[config.mk]
export PLATFORM = sky130hd
export DESIGN_NAME = lux_pwm
export DESIGN_NICKNAME = d
export VERILOG_FILES = /design/src/rtl/lux_pwm.sv
export SDC_FILE = /design/constraint.sdc
export NUM_CORES = 1
export LEC_CHECK = 0
export BUFFER_PORTS_ARGS = -buffer_cell sky130_fd_sc_hd__buf_2
export CAP_MARGIN = 5
export CORE_UTILIZATION = 30
export CTS_CLUSTER_DIAMETER = 80
export DETAILED_ROUTE_END_ITERATION = 16
export SLEW_MARGIN = 0
export SYNTH_ARGS = -nofsm -noshare
export SYNTH_HDL_FRONTEND = slang
export SYNTH_SLANG_ARGS = --single-unit
[constraint.sdc]
create_clock -name clk -period 3.74 [get_ports clk]
set_input_delay 0.748 -clock clk [delete_from_list [all_inputs] [get_ports clk]]
set_output_delay 0.748 -clock clk [all_outputs]
set_load 0.02 [all_outputs]
[src/rtl/lux_pwm.sv]
// Ambient-light to LED PWM: periodic sampling, box averaging, optional inversion,
// and an 8-bit PWM whose duty only changes at period boundaries.
module lux_pwm #(
    parameter int unsigned SAMPLE_PERIOD = 50000,
    parameter int unsigned AVG_LOG2      = 3,
    parameter int unsigned PRESCALE      = 24
) (
    input  logic       clk,
    input  logic       rst,
    input  logic [7:0] data,
    input  logic       invert,
    output logic       pwm,
    output logic [7:0] duty,
    output logic       avg_stb
);

    localparam int unsigned ACC_W    = 8 + AVG_LOG2;
    localparam logic [15:0] TMR_LAST = 16'(SAMPLE_PERIOD - 1);
    localparam logic [7:0]  PRE_LAST = 8'(PRESCALE);

    logic [15:0]      tmr_q, tmr_d;
    logic [ACC_W-1:0] acc_q, acc_d, sum;
    logic [7:0]       avg;
    logic [7:0]       level_q, level_d;
    logic [7:0]       pre_q, pre_d;
    logic [7:0]       pwm_cnt_q, pwm_cnt_d;
    logic [7:0]       duty_q, duty_d;
    logic             pwm_q, pwm_d;
    logic             stb_q, stb_d;
    logic             sample;
    logic             final_smp;
    logic             tick;

    // The sample counter wraps to 0 on its own after the final sample.
    if (AVG_LOG2 > 0) begin : g_cnt
        logic [AVG_LOG2-1:0] scnt_q, scnt_d;

        always_comb begin
            scnt_d = scnt_q;
            if (sample) scnt_d = scnt_q + AVG_LOG2'(1);
        end

        always_ff @(posedge clk) begin
            if (rst) scnt_q <= '0;
            else     scnt_q <= scnt_d;
        end

        assign final_smp = &scnt_q;
    end else begin : g_nocnt
        assign final_smp = 1'b1;
    end

    always_comb begin
        sample = (tmr_q == TMR_LAST);
        tmr_d  = sample ? '0 : tmr_q + 16'd1;

        // Width 8+AVG_LOG2 holds 2^AVG_LOG2 * 255, so the sum never overflows.
        sum     = acc_q + ACC_W'(data);
        avg     = 8'(sum >> AVG_LOG2);
        acc_d   = acc_q;
        level_d = level_q;
        stb_d   = 1'b0;
        if (sample) begin
            if (final_smp) begin
                acc_d   = '0;
                level_d = invert ? 8'd255 - avg : avg;
                stb_d   = 1'b1;
            end else begin
                acc_d = sum;
            end
        end

        tick      = (pre_q == PRE_LAST);
        pre_d     = tick ? '0 : pre_q + 8'd1;
        pwm_cnt_d = tick ? pwm_cnt_q + 8'd1 : pwm_cnt_q;

        // level_q is the pre-update value, so a same-cycle new level waits a period.
        duty_d = (tick && pwm_cnt_q == 8'hFF) ? level_q : duty_q;
        pwm_d  = (pwm_cnt_q < duty_q);
    end

    // NOTE: non-blocking assignments so every register samples pre-edge values.
    always_ff @(posedge clk) begin
        if (rst) begin
            tmr_q     <= '0;
            acc_q     <= '0;
            level_q   <= '0;
            pre_q     <= '0;
            pwm_cnt_q <= '0;
            duty_q    <= '0;
            pwm_q     <= 1'b0;
            stb_q     <= 1'b0;
        end else begin
            tmr_q     <= tmr_d;
            acc_q     <= acc_d;
            level_q   <= level_d;
            pre_q     <= pre_d;
            pwm_cnt_q <= pwm_cnt_d;
            duty_q    <= duty_d;
            pwm_q     <= pwm_d;
            stb_q     <= stb_d;
        end
    end

    assign pwm     = pwm_q;
    assign duty    = duty_q;
    assign avg_stb = stb_q;

endmodule

* Word-level counts from Yosys, hierarchy flattened
Cells that the tools add are included.
** Storage, ports and cells
- Register bits :: 64
- Latch bits :: 0
- RAM bits :: 0
- ROM bits :: 0
- Input bits :: 11
- Output and inout port bits :: 10
- Logic and storage cells :: 29
- Memories kept :: 0
** Cells by class
- $add $sub $neg :: 6
- $mul :: 0
- Div/mod/pow operators :: 0
- Order comparisons :: 1
- Equality and inequality tests :: 3
- Shifts and indexed selects :: 0
- Multiplexer cells :: 3
- Bitwise gates (word level) :: 1
- Reduce and logical (&&, ||, !) cells :: 6
** Operator list (number)
- adder 16 x 1 -> 16 bit (second input constant) :: 1
- adder 8 x 1 -> 8 bit (second input constant) :: 2
- == test 16 bit (second input constant) :: 1
- adder 11 x 8 -> 11 bit :: 1
- 2-to-1 mux 11 bit :: 1
- == test 8 x 5 -> 1 bit (second input constant) :: 1
- == test 8 bit (second input constant) :: 1
- < comparator 8 bit :: 1
- 2-to-1 mux 8 bit :: 1
- subtractor 8 bit (first input constant) :: 1
- OR reduction 2 bit :: 3
- AND reduction 4 bit :: 1
- adder 3 x 1 -> 3 bit (second input constant) :: 1
- AND reduction 3 bit :: 1
- logical AND 1 bit :: 1
- 2-to-1 mux 1 bit :: 1
- NOT 1 bit :: 1

* Longest topological paths before layout
Gate-level depths: netlist (run 1).
- Depth in word-level cells :: 3
- Mapped depth :: 8
- Gate-level depth less buffers :: 8

* Worst setup path after synthesis (run 1)
OpenSTA, ideal clock, no wires.
- Path type :: in2reg
- Start point :: input data[0]
- End point :: register level_q[3]
- Setup time :: 86 ps
- Arrival time :: 2349 ps
- Required time :: 3654 ps
- Slack :: 1306 ps
- Stages :: 8
- Buffers on the path :: 0
- Cell sequence :: ha_1 -> inv_1 -> fa_1 -> nand2b_1 -> a2111o_1 -> o211ai_1 -> xnor2_1 -> a211oi_1
** On the way
- Word-level cells in the longest chain between the ends :: 3
** RTL lines
- start: declaration :: RTL line 10 : input logic [7:0] data,
- adder 11 x 8 -> 11 bit * :: RTL line 58 : sum = acc_q + ACC_W'(data);
- subtractor 8 bit :: RTL line 66 : level_d = invert ? 8'd255 - avg : avg;
- 2-to-1 mux 8 bit * :: RTL line 66
- end signal: assignment :: RTL line 96 : level_q <= level_d;
- end: declaration :: RTL line 24 : logic [7:0] level_q, level_d;
Mark *: on every way between the ends. The rest lies on a longest branch, timed or not.
A chain may end at the register's enable or synchronous reset.

* Worst setup path in the final report (run 1)
- Start point :: register tmr_q[0]
- End point :: register acc_q[9]
** On the way
- Word-level cells in the longest chain between the ends :: 1
** RTL lines
- start: declaration :: RTL line 21 : logic [15:0] tmr_q, tmr_d;
- start signal: assignment :: RTL line 94 : tmr_q <= tmr_d;
- == test 16 bit :: RTL line 54 : sample = (tmr_q == TMR_LAST);
- end signal: assignment :: RTL line 86 : acc_q <= '0;
- end signal: assignment :: RTL line 95 : acc_q <= acc_d;
- end: declaration :: RTL line 22 : logic [ACC_W-1:0] acc_q, acc_d, sum;
No other way between the ends.

==> results.tsv, run 1 <==
metric	value	unit
status	complete, no violations	
skew	0.0123	ns
coreArea	10400	sq um
area_growth_syn_to_layout	13.0	%
worstHoldStart	tmr_q[0]	
synth_edf_count	0	
async_reset_ff_frac	0	
syn_nets	391	
tightestPinTransition	0.795	ns
rows	37	
cts_tree	yes	
cp_cell_sequence	ha_1, and3_1, nand4_1, nor3_2, a21oi_1, a31oi_1	
switching_power	0.296	mW
clk_latency	0.33	ns
synth_top_area_cell	dfxtp_1	
dieArea	11200	sq um
n_fill_cell	1104	
postCtsHoldBufs	0	
grt_max_degree	41	
total_power	1.36	mW
hold_depth	1	
drt-vias-per-instance	4.73	
synthFlopType	dfxtp_1	
synthCells	358	
p_comb_frac	0.043	
synth_seq_cells	64	
drt-pass1-iter-count	4	
min_period	2.44	ns
antenna_found_initial	0	
cts_buffer_depth	2	
clock-sinks	64	
crit-reg2reg-launch	tmr_q[0]	
syn_avg_cell_area	9.00	sq um
wire_per_inst	12.0	um
slew_headroom	0.469	
fin_cells	516	
seqCellArea	1280	sq um
crit_required	3.99	ns
grt_overflow_total	0	
peakVddDrop	0.209	mV
final_hold_viol_count	0	
cpPeakStageDelay	0.77	ns
drt-initial-drc-count	97	
finalSetupTns	0	ns
intPower	1.07	mW
wl	6200	um
fin_ws	1.30	ns
final_nets	409	
yosysWarnings	0	
place.detailed.hpwl	4420	um
final_cell_area	3640	sq um
clockPowerShare	0.449	
slowest_stage	nor3_2	
layout-drive-gt1-share	0.108	
ant_nets	0	
seq_power_share	0.508	
gp_congestion	0.788	
crit_path_start_kind	flip-flop	
worstPathMaxFanout	13	
antenna_cells	0	
grt_pass1_wl	10700	um
arrival	2.69	ns
slew_violations	0	
dp_cells	501	
vias	2442	
placed_area	3440	sq um
hold_path.class	flip-flop to flip-flop	
p_sw_frac	0.217	
powerDensity	374	nW/um^2
leakage	1.42	nW
io_buffers	20	
die_width	106	um
cts_root_buf	clkbuf_8	
yosys.area.top_type_share	0.398	
rsz0062_at_grt	no	
post-route-period-util	0.653	
drv_cap	0	
finalSetupViolCount	0	
grt_pass1_vias	2321	
drc	0	
cts_setup_buffers	0	
htreeDepth	3	
max_freq	0.409	GHz
syn_area	3220	sq um
synth-seq-area-share	0.398	
dpl_worst_slack	1.08	ns
die_h	106	um
synth_area_leaders	dfxtp_1 40%, ha_1 8.2%, nor2_1 6.3%	
cp-end-kind	flip-flop	
track_usage	0.120	
initial_core_util	0.311	
clk_pin_slew	0.07	ns
cts_buffers	9	
ioPinCount	21	
critical_path_class	flip-flop to flip-flop	
startpoint	tmr_q[0]	
post_cts_resized	0	
r2r_cells	6	
multiInputGateArea	1800	sq um
synth_cell_type_count	51	
[power by group through the flow]
stage	clock, mW	sequential (mW)	combinational, mW
after floorplan	0	0.707	0.0450
after global placement	0	0.708	0.0572
after detailed placement	0	0.708	0.0582
after CTS	0.636	0.692	0.0585
after global routing	0.660	0.693	0.0671
final	0.612	0.692	0.0580
[registers in the layout, indices dropped and copies added, names as in the netlist]
| signal | cells |
|---|---|
| acc_q | 11 |
| avg_stb | 1 |
| duty | 8 |
| g_cnt.scnt_q | 3 |
| level_q | 8 |
| pre_q | 8 |
| pwm | 1 |
| pwm_cnt_q | 8 |
| tmr_q | 16 |
[through the flow]
step / utilization / hold slack [ns]
2_1_floorplan: - / 0.430
3_3_place_gp: 0.331 / 0.448
3_5_place_dp: 0.331 / 0.456
4_1_cts: 0.351 / 0.473
5_1_grt: 0.351 / 0.498
6_report: 0.351 / 0.471
[worst paths after layout]
kind                                 end  slack (ns)
worst max-delay path            acc_q[9]        1.30
worst min-delay path            tmr_q[0]        0.47
worst max register to register  acc_q[9]        1.30
worst min register to register  tmr_q[0]        0.47
[layer usage]
| metal | track usage | vias to the layer above | routed length, um |
|---|---|---|---|
| li1 | - | 1286 | - |
| met1 | 0.152 | 1122 | 3140 |
| met2 | 0.191 | 30 | 2790 |
| met3 | 0.0408 | 4 | 223 |
| met4 | 0.0387 | 0 | 47 |
| met5 | 0 | - | 0 |
[cells in the mapped netlist, types with 3 or more instances]
master	n
nor3_1	4
a22o_1	7
mux2i_1	12
and3_1	6
a211oi_1	6
buf_2	3
nor2_1	54
nand3_1	14
a21oi_1	12
or3_1	5
dfxtp_1	64
xnor2_1	23
a21o_1	4
nor3b_1	3
nand4_1	7
o21ai_0	7
nand2_1	12
nor4_1	5
ha_1	21
clkbuf_1	7
nand2b_1	10
inv_1	21
xor2_1	15
[kinds of logic (layout without fill, tap and decap cells)]
kind of cell	Yosys count	in the layout	synth area share
and+or+nand+nor	133	133	0.212
AOI/OAI and AO/OA	54	54	0.118
muxes	12	12	0.0373
xor gates and xnor gates	38	38	0.103
DFF	64	64	0.398
buffers and inverters	35	57	0.0443
adders and majority gates	22	22	0.0878
[critical path: cells and delay by family (launching register included)]
family          cells  cell delay, ns
flops               1            0.37
compound gates      2            0.31
fa+ha+maj           1            0.21
simple gates        3            1.47
[area by class of cell]
type                            instances  area share
Clock buffer                           12      0.0454
Clock inverter                          3      0.0110
Multi-Input combinational cell        259       0.494
Timing Repair Buffer                   21      0.0296
Tap cell                              136      0.0467
Inverter                               21      0.0216
Sequential cell                        64       0.352
[layout by cell type (no fill, tap or decap), drive strengths merged, types with 7 or more instances in the layout]
master  netlist  layout
dfxtp        64      64
nor2         54      54
xnor2        23      23
inv          21      21
ha           21      21
buf           7      21
xor2         15      15
nand3        14      14
a21oi        12      12
nand2        12      12
mux2i        12      12
clkbuf        7      12
nand2b       10      10
nand4         7       7
o21ai         7       7
a22o          7       7
No activity file was read; power rests on OpenSTA's default activity.
==> run 2: changes to the inputs <==
==> constraint.sdc (replaced) <==
create_clock -name clk -period 2.2 [get_ports clk]
set_input_delay 0.44 -clock clk [delete_from_list [all_inputs] [get_ports clk]]
set_output_delay 0.44 -clock clk [all_outputs]
set_load 0.02 [all_outputs]
==> results.tsv, run 2 (synthesis gave the netlist of run 1 again) <==
metric	value	unit	change
status	complete, no violations		unchanged
coreArea	10400	sq um	unchanged
final_cell_area	3740	sq um	was 3640 sq um
io_buffers	20		unchanged
grt_most_used_layer	met2		unchanged
multiInputGateArea	1810	sq um	was 1800 sq um
wl	6230	um	was 6200 um
postCtsHoldBufs	0		unchanged
top_register	tmr_q		unchanged
placed_area	3520	sq um	was 3440 sq um
post_cts_resized	0		unchanged
rsz0062_at_grt	no		unchanged
clk_latency	0.34	ns	was 0.33 ns
post-route-period-util	0.945		was 0.653
critical_path_class	flip-flop to flip-flop		unchanged
grt_pass1_wl	10800	um	was 10,700 um
fin_ws	0.121	ns	was 1.30 ns
track_usage	0.120		about the same
cts_setup_buffers	0		unchanged
grt_util_met1	0.158		was 0.152
final_nets	420		was 409
grt_max_degree	29		was 41
grt_overflow_total	0		unchanged
initial_core_util	0.311		unchanged
finalSetupViolCount	0		unchanged
ioPinCount	21		unchanged
mostFrequentLayoutCell	dfxtp_1		unchanged
slew_violations	0		unchanged
drc	0		unchanged
clock-sinks	64		unchanged
cts_buffer_depth	2		unchanged
wire_per_inst	11.8	um	was 12.0 um
htreeDepth	3		unchanged
min_period	2.08	ns	was 2.44 ns
cpPeakStageDelay	0.41	ns	was 0.77 ns
peakVddDrop	0.234	mV	was 0.209 mV
hold_path.class	input pin to flip-flop		was flip-flop to flip-flop
ant_nets	0		unchanged
dpl_worst_slack	-0.126	ns	was 1.08 ns
dieArea	11200	sq um	unchanged
rows	37		unchanged
n_fill_cell	1087		was 1,104
drt-pass1-iter-count	4		unchanged
holdWs	0.443	ns	was 0.471 ns
grt_pass1_vias	2342		was 2,321
die_h	106	um	unchanged
drt-vias-per-instance	4.79		was 4.73
cp-end-kind	flip-flop		unchanged
arrival	2.34	ns	was 2.69 ns
total_power	2.38	mW	was 1.36 mW
drt-initial-drc-count	74		was 97
max_freq	0.481	GHz	was 0.409 GHz
largest_reg_flops	16		unchanged
grt_util_met3	0.0383		was 0.0408
area_growth_syn_to_layout	16.0	%	was 13.0%
crit_path_start_kind	flip-flop		unchanged
drv_cap	0		unchanged
layout-drive-gt1-share	0.136		was 0.108
cts_buffers	9		unchanged
gp_congestion	0.791		was 0.788
vias	2521		was 2,442
powerDensity	637	nW/um^2	was 374 nW/um^2
cts_tree	yes		unchanged
worstPathMaxFanout	5		was 13
crit_required	2.46	ns	was 3.99 ns
skew	0.0149	ns	was 0.0123 ns
grtUsageMet2	0.183		was 0.191
place.detailed.hpwl	4490	um	was 4420 um
clk_pin_slew	0.07	ns	about the same
seqCellArea	1280	sq um	unchanged
antenna_cells	0		unchanged
cp_cell_sequence	ha_1, inv_1, fa_1, nand2b_4, a2111o_1, o211ai_1, xnor2_1, a211oi_1		was ha_1, and3_1, nand4_1, nor3_2, a21oi_1, a31oi_1
final_hold_viol_count	0		unchanged
die_width	106	um	unchanged
layout_common_cells	64 x dfxtp_1, 54 x nor2_1, 23 x xnor2_1		unchanged
slew_headroom	0.621		was 0.469
leakage	1.48	nW	was 1.42 nW
slowest_stage	a2111o_1		was nor3_2
antenna_found_initial	0		unchanged
cts_root_buf	clkbuf_8		unchanged
reg.largest.list	tmr_q: 16 flops, acc_q: 11 flops		unchanged
tightestPinTransition	0.564	ns	was 0.795 ns
-- run 2: cell types whose count changed in the layout (fill, tap and decap cells not counted) --
| cell | change |
|---|---|
| a211oi_1 | -1 |
| a211oi_2 | +1 |
| buf_4 | +11 |
| bufinv_16 | +1 |
| clkbuf_8 | -2 |
| nand2b_1 | -1 |
| nand2b_4 | +1 |
-- run 2: metal layers --
layer,part of all wire,wire [um]
met1,0.50,3110
met5,0,0
met3,0.037,231
met4,0.011,71
met2,0.45,2810
-- run 2: stage by stage --
step                      TNS, ns  utilization  instances
after floorplan                 0            -        358
after global placement     -0.151        0.339        512
after detailed placement   -0.354        0.339        512
after CTS                       0        0.359        526
after global routing            0        0.361        526
final                           0        0.361        526
-- run 2: cell type report --
| class | instances | share of cell area |
|---|---|---|
| Clock buffer | 10 | 0.0368 |
| Sequential cell | 64 | 0.343 |
| Multi-Input combinational cell | 259 | 0.484 |
| Timing Repair Buffer | 32 | 0.0509 |
| Clock inverter | 4 | 0.0187 |
| Inverter | 21 | 0.0211 |
| Tap cell | 136 | 0.0455 |
-- run 2: critical path, delay by kind of cell (launching register included) --
kind | cells | cell delay [ns]
AOI/OAI and AO/OA | 3 | 0.77
xor gates and xnor gates | 1 | 0.10
adders and majority gates | 2 | 0.56
buffers and inverters | 1 | 0.05
DFF | 1 | 0.34
and+or+nand+nor | 1 | 0.18
-- run 2: final timing paths --
kind | startpoint | end | slack, ns | cells after the start
setup / recovery | acc_q[0] | level_q[3] | 0.12 | 8
setup reg to reg | acc_q[0] | level_q[3] | 0.12 | 8
hold / removal | data[0] | acc_q[0] | 0.44 | 3
hold reg to reg | acc_q[2] | acc_q[2] | 0.48 | 1
-- run 2: power breakdown --
part / internal [mW] / switching (mW)
clock network: 0.653 / 0.446
registers: 1.17 / 0.00930
logic: 0.0448 / 0.0617
